**src/rtl/vcr_master.sv**
```systemverilog
// vcr_master: initiator side of the VCR byte interface.
//
// Drives chip select, the 8-bit address/data bus and the address/data strobes
// toward an FPGA-side VCR responder, and captures the responder's read bus.
// Each strobe phase is held for STROBE_CYCLES IFCLK cycles. This lets the
// responder resynchronise the strobes into its own clock domain.
//
// Ports:
//   IFCLK, RESET           clock, asynchronous active-high reset
//   cmd_valid/cmd_ready    command handshake (ready only in IDLE)
//   cmd_addr/read/len      VCR address, direction, data byte count (0 = address only)
//   wr_data/valid/ready    write byte stream; wr_ready is a one-cycle accept
//   rd_data/rd_valid       captured read byte, one-cycle pulse, no backpressure
//   done, err              end-of-transaction pulse, timeout-abort pulse
//   vcr_cs, vcr_dout       chip select and bus toward the responder
//   vcr_din                responder read bus
//   vcr_clk_addr/data      registered address / data strobes
//
// Optional: define VCR_MASTER_TIMEOUT_EN to bound the write-data wait to
// TIMEOUT_CYCLES. If the limit is reached, the transaction aborts with an err pulse.
// Without the macro the wait has no limit and err is tied low.

module vcr_master #(
  parameter int STROBE_CYCLES  = 4,
  parameter int LEN_W          = 4,
  parameter int TIMEOUT_CYCLES = 1024
) (
  input  logic             IFCLK,
  input  logic             RESET,
  input  logic             cmd_valid,
  output logic             cmd_ready,
  input  logic [7:0]       cmd_addr,
  input  logic             cmd_read,
  input  logic [LEN_W-1:0] cmd_len,
  input  logic [7:0]       wr_data,
  input  logic             wr_valid,
  output logic             wr_ready,
  output logic [7:0]       rd_data,
  output logic             rd_valid,
  output logic             done,
  output logic             err,
  output logic             vcr_cs,
  output logic [7:0]       vcr_dout,
  input  logic [7:0]       vcr_din,
  output logic             vcr_clk_addr,
  output logic             vcr_clk_data
);

  localparam int PH_W = $clog2(STROBE_CYCLES);
  localparam logic [PH_W-1:0] PH_LAST = PH_W'(STROBE_CYCLES - 1);

  typedef enum logic [2:0] {IDLE, ADDR_LO, ADDR_HI, DATA_LO, DATA_HI, TAIL, FIN} state_t;

  state_t           state_q, state_n;
  logic [PH_W-1:0]  ph_q, ph_n;
  logic [LEN_W-1:0] cnt_q, cnt_n;      // data bytes still to transfer
  logic             rd_q, rd_n;
  logic             held_q, held_n;    // write byte accepted for this data slot
  logic             cs_q, cs_n, ca_q, ca_n, cd_q, cd_n;
  logic             done_q, done_n, rdv_q, rdv_n;
  logic [7:0]       dout_q, dout_n, rdd_q, rdd_n;
  logic             ph_end;

`ifdef VCR_MASTER_TIMEOUT_EN
  localparam int WT_W = $clog2(TIMEOUT_CYCLES);
  logic [WT_W-1:0]  wt_q, wt_n;
  logic             err_q, err_n;
`endif

  assign ph_end    = (ph_q == PH_LAST);
  assign cmd_ready = (state_q == IDLE);
  // Accept is combinational, so a byte can be taken in the first DATA_LO cycle
  // and that cycle still counts as phase 0 of the low phase.
  assign wr_ready  = (state_q == DATA_LO) && !rd_q && !held_q && wr_valid;

  always_comb begin
    state_n = state_q;
    ph_n    = ph_q;
    cnt_n   = cnt_q;
    rd_n    = rd_q;
    held_n  = held_q;
    cs_n    = cs_q;
    ca_n    = ca_q;
    cd_n    = cd_q;
    dout_n  = dout_q;
    rdd_n   = rdd_q;
    done_n  = 1'b0;
    rdv_n   = 1'b0;
`ifdef VCR_MASTER_TIMEOUT_EN
    wt_n    = wt_q;
    err_n   = 1'b0;
`endif
    case (state_q)
      IDLE: if (cmd_valid) begin
        state_n = ADDR_LO;
        ph_n    = '0;
        cnt_n   = cmd_len;
        rd_n    = cmd_read;
        cs_n    = 1'b1;
        dout_n  = cmd_addr;
`ifdef VCR_MASTER_TIMEOUT_EN
        wt_n    = '0;
`endif
      end
      ADDR_LO: begin
        ph_n = ph_q + PH_W'(1);
        if (ph_end) begin
          state_n = ADDR_HI;
          ph_n    = '0;
          ca_n    = 1'b1;
        end
      end
      ADDR_HI: begin
        ph_n = ph_q + PH_W'(1);
        if (ph_end) begin
          ph_n    = '0;
          ca_n    = 1'b0;
          held_n  = 1'b0;
          state_n = (cnt_q != '0) ? DATA_LO : TAIL;
        end
      end
      DATA_LO: begin
        if (!rd_q && !held_q) begin
          // The phase counter is held at 0 until a write byte is on the bus.
          if (wr_valid) begin
            dout_n = wr_data;
            held_n = 1'b1;
            ph_n   = PH_W'(1);
`ifdef VCR_MASTER_TIMEOUT_EN
            wt_n   = '0;
`endif
          end
`ifdef VCR_MASTER_TIMEOUT_EN
          else if (wt_q == WT_W'(TIMEOUT_CYCLES - 1)) begin
            state_n = TAIL;
            ph_n    = '0;
            err_n   = 1'b1;
            wt_n    = '0;
          end else begin
            wt_n = wt_q + WT_W'(1);
          end
`endif
        end else if (ph_end) begin
          state_n = DATA_HI;
          ph_n    = '0;
          cd_n    = 1'b1;
          if (rd_q) begin
            // Responder output has settled a full low phase after the last edge.
            rdd_n = vcr_din;
            rdv_n = 1'b1;
          end
        end else begin
          ph_n = ph_q + PH_W'(1);
        end
      end
      DATA_HI: begin
        ph_n = ph_q + PH_W'(1);
        if (ph_end) begin
          ph_n    = '0;
          cd_n    = 1'b0;
          held_n  = 1'b0;
          cnt_n   = cnt_q - LEN_W'(1);
          state_n = (cnt_q != LEN_W'(1)) ? DATA_LO : TAIL;
        end
      end
      TAIL: begin
        // Quiet period so the responder synchronises the final strobe edge.
        ph_n = ph_q + PH_W'(1);
        if (ph_end) begin
          state_n = FIN;
          ph_n    = '0;
          done_n  = 1'b1;
          cs_n    = 1'b0;
          dout_n  = '0;
        end
      end
      FIN:     state_n = IDLE;
      default: state_n = IDLE;
    endcase
  end

  always_ff @(posedge IFCLK or posedge RESET) begin
    if (RESET) begin
      state_q <= IDLE;
      ph_q    <= '0;
      cnt_q   <= '0;
      rd_q    <= 1'b0;
      held_q  <= 1'b0;
      cs_q    <= 1'b0;
      ca_q    <= 1'b0;
      cd_q    <= 1'b0;
      dout_q  <= '0;
      rdd_q   <= '0;
      done_q  <= 1'b0;
      rdv_q   <= 1'b0;
    end else begin
      state_q <= state_n;
      ph_q    <= ph_n;
      cnt_q   <= cnt_n;
      rd_q    <= rd_n;
      held_q  <= held_n;
      cs_q    <= cs_n;
      ca_q    <= ca_n;
      cd_q    <= cd_n;
      dout_q  <= dout_n;
      rdd_q   <= rdd_n;
      done_q  <= done_n;
      rdv_q   <= rdv_n;
    end
  end

`ifdef VCR_MASTER_TIMEOUT_EN
  always_ff @(posedge IFCLK or posedge RESET) begin
    if (RESET) begin
      wt_q  <= '0;
      err_q <= 1'b0;
    end else begin
      wt_q  <= wt_n;
      err_q <= err_n;
    end
  end
  assign err = err_q;
`else
  assign err = 1'b0;
`endif

  assign vcr_cs       = cs_q;
  assign vcr_dout     = dout_q;
  assign vcr_clk_addr = ca_q;
  assign vcr_clk_data = cd_q;
  assign rd_data      = rdd_q;
  assign rd_valid     = rdv_q;
  assign done         = done_q;

endmodule

```
**config.mk**
```make
export PLATFORM = sky130hd
export DESIGN_NAME = vcr_master
export DESIGN_NICKNAME = d
export VERILOG_FILES = /design/src/rtl/vcr_master.sv
export SDC_FILE = /design/constraint.sdc
export NUM_CORES = 1
export LEC_CHECK = 0
export ABC_CLOCK_PERIOD_IN_PS = 1800
export BUFFER_PORTS_ARGS = -buffer_cell sky130_fd_sc_hd__clkbuf_2
export CORE_MARGIN = 4
export CORE_UTILIZATION = 45
export CTS_CLUSTER_DIAMETER = 50
export DETAILED_ROUTE_END_ITERATION = 8
export GPL_ROUTABILITY_DRIVEN = 0
export PLACE_DENSITY = 0.75
export SLEW_MARGIN = 15
export SYNTH_ARGS = -nofsm -noshare
export SYNTH_HDL_FRONTEND = slang
export SYNTH_SLANG_ARGS = --single-unit
```
**constraint.sdc**
```tcl
create_clock -name IFCLK -period 1.8 [get_ports IFCLK]
set_clock_uncertainty 0.2 [all_clocks]
set_input_delay 0.36 -clock IFCLK [delete_from_list [all_inputs] [get_ports IFCLK]]
set_output_delay 0.36 -clock IFCLK [all_outputs]
set_load 0.03 [all_outputs]
```
==> flow_metrics.py <==
metrics = {
    "outcome": {
        "outcome": "finished, violations left",
        "failed_checks": "negative setup slack",
    },
    "critical_path": {
        "required_ps": 1240,
        "r2r_start": "state_q[0]",
        "path_max_fanout": 4,
        "rrSetupSlack_ps": -120,
        "crit-reg2reg-capture": "vcr_dout[4]",
        "setup.worst_path.start_class": "flop",
        "cp.arrival_ps": 1370,
        "critPathKind": "flop to output port",
        "worst_r2r_path_depth": 6,
        "cp-end-kind": "output port",
    },
    "synthesis": {
        "synthCells": 165,
        "synth-seq-area-share": 0.449,
        "yosys.area_share.simple": 0.143,
        "synth_edf_count": 0,
        "synth_xor_xnor_area_share": 0,
        "ys.warnings.count": 0,
        "syn_nets": 202,
        "ys_ff_latch": 32,
        "synth_top_family_by_area": "compound AO/OA/AOI/OAI gates",
        "muxShareOfSynthArea": 0.113,
        "synth_compound_area_frac": 0.218,
        "ys_types": 45,
        "ys.flop_type": "dfrtp_1",
        "syn_area_um2": 1780,
        "synth_fa_ha_area_frac": 0.0281,
        "syn-mean-instance-area_um2": 10.8,
        "async_flop_share": 1.00,
    },
    "floorplan": {
        "rows": 22,
        "initial_core_util": 0.476,
        "die-area_um2": 5030,
        "die_x_um": 70.9,
        "die_height_um": 70.9,
        "core_area_um2": 3740,
        "pin_count": 57,
    },
    "place": {
        "port_buffers": 55,
        "dp_cells": 280,
        "hpwl_mm": 3.14,
    },
    "drt": {
        "drt_iter0_markers": 105,
        "dr.pass1.iters": 4,
        "vias_per_cell": 5.33,
        "avgRoutedWirePerCell_um": 15.0,
        "ant_nets": 0,
        "wirelength_mm": 4.53,
        "vias": 1611,
        "drc_errors": 0,
    },
    "clock_tree": {
        "cts_tree": "built",
        "root_buffer": "clkbuf_8",
        "cts_buffers": 5,
        "cts_max_level": 2,
        "clk_pin_slew_worst_paths_ps": 70,
        "clkLatencyLatePin_ps": 280,
        "cts_buffer_depth": 2,
        "cts.sinks": 32,
    },
    "pwr": {
        "ir_drop_uv": 974,
        "power_density_nw_per_um2": 1850,
        "leakage_nw": 1.21,
    },
    "global_route": {
        "antenna_found_initial": 0,
        "gr-total-overflow": 0,
        "grt_pass1_wl_mm": 7.29,
        "grt_start_max_net_pins": 33,
        "grt_pass1_vias": 1609,
        "globalRouteTotalUtil": 0.181,
    },
    "sta": {
        "fin_crit_ps": 1930,
        "slew_viol_final": 0,
        "setup_slack_ps": -134,
        "final_hold_viol_count": 0,
        "setup_viol": 13,
        "fin_crit_sh": 1.07,
        "hold_slack_ps": 111,
        "rsz0062_at_grt": "true",
        "max_freq_ghz": 0.517,
    },
    "worst_hold_path": {
        "hold_end": "rd_data[1]",
        "min_from": "vcr_din[1]",
        "min_delay_path_depth": 2,
        "hold_class": "input pin to flop",
    },
    "final_layout": {
        "num-nets-final": 291,
        "syn_to_final_growth_pct": 43.9,
        "nFillCells": 317,
        "stdcell_count": 302,
        "drive_gt1_frac": 0.535,
        "diodes": 0,
    },
    "flow_run": {
        "max-cap-violations": 0,
    },
}
[synth_stat cells, types with 2 or more instances]
library cell	instances	area [µm²]
a22oi_1	8	60.1
o2bb2ai_1	8	70.1
buf_2	3	15.0
nand3_1	3	15.0
a21oi_1	10	50.1
nand3b_1	2	15.0
a32o_1	2	20.0
nor2_1	6	22.5
mux2_2	17	191
nand2_1	15	56.3
o21ai_0	9	45.0
buf_4	3	22.5
inv_1	6	22.5
clkbuf_1	2	7.51
o211ai_1	2	15.0
dfrtp_1	32	801
nand2b_1	5	31.3
ha_1	4	50.1
or3_4	2	22.5
[worst max path at each step]
stage                from          end  slack, ps
5_1_grt        state_q[2]     wr_ready       -170
3_3_place_gp   state_q[2]  vcr_dout[2]        -20
3_5_place_dp   state_q[2]  vcr_dout[7]        -30
2_1_floorplan     ph_q[0]  vcr_dout[1]         -4
6_report       state_q[0]    cmd_ready       -130
4_1_cts        state_q[0]    cmd_ready       -150
[where the power goes]
group / switching, mW / internal (mW)
Clock: 0.258 / 0.340
Sequential: 0.210 / 1.05
Combinational: 1.53 / 1.35
Total: 2.00 / 2.74
[critical path, cell delays in order, from the launching register on]
cell and delay [ps]:
dfrtp_1 430, buf_6 140, or3_4 340, inv_4 70
buf_8 110
[cell type report]
| class | instances | area [µm²] | area share |
|---|---|---|---|
| Inverter | 7 | 28.8 | 0.0112 |
| Clock buffer | 7 | 96.3 | 0.0376 |
| Tap cell | 48 | 60.1 | 0.0234 |
| Timing Repair Buffer | 90 | 594 | 0.232 |
| Sequential cell | 32 | 803 | 0.313 |
| Multi-Input combinational cell | 118 | 981 | 0.383 |
[metrics by stage]
| stage | power [mW] | worst slack, ps | area, µm² | setup TNS, ps | utilization |
|---|---|---|---|---|---|
| floorplan | 3.03 | -4.33 | 1810 | -30.3 | - |
| finish | 4.74 | -134 | 2560 | -1250 | 0.685 |
| CTS | 4.55 | -147 | 2460 | -788 | 0.657 |
| global placement | 3.70 | -15.1 | 2250 | -94.8 | 0.600 |
| detailed placement | 3.74 | -31.9 | 2250 | -210 | 0.600 |
| global route | 5.06 | -173 | 2560 | -1960 | 0.685 |
[cell usage in the layout (no fill, tap or decap), drive strengths merged, types with 4 or more instances in the layout]
cell | synthesis | layout
clkbuf | 2 | 61
inv | 7 | 7
nor2 | 7 | 7
a21oi | 10 | 10
dfrtp | 32 | 32
ha | 4 | 4
o21ai | 9 | 9
o2bb2ai | 8 | 8
mux2 | 17 | 17
buf | 7 | 35
nand2 | 15 | 15
nand2b | 5 | 5
a22oi | 8 | 8
nand3 | 4 | 5
[routing by layer]
metal,up-vias,wire length [µm],track usage
met5,-,0,0
met3,7,264,0.0511
met2,44,2180,0.287
li1,785,-,-
met1,775,2020,0.240
met4,0,63,0.0585
[logic make-up (layout without fill, tap and decap cells)]
family / after synthesis / count (layout)
AOI/OAI and AO/OA: 51 / 51
and+or+nand+nor: 43 / 44
DFF: 32 / 32
muxes: 18 / 18
buffers and inverters: 16 / 104
adders and majority gates: 4 / 4
other: 1 / 1
[registers in the layout, summed over array words and instances, names as in the netlist]
name          flops
vcr_clk_addr      1
cnt_q             4
done              1
state_q           3
vcr_cs            1
held_q            1
vcr_clk_data      1
rd_valid          1
vcr_dout          8
rd_q              1
rd_data           8
ph_q              2
[timing repair]
item	in CTS	in global routing
pin swaps	5	3
cloned	1	0
setup buffers	6	7
endpoints found under the hold margin	32	0
hold buffers	1	0
resized for setup	13	16
setup endpoints to repair	18	26
(Power assumes the default switching activity.)
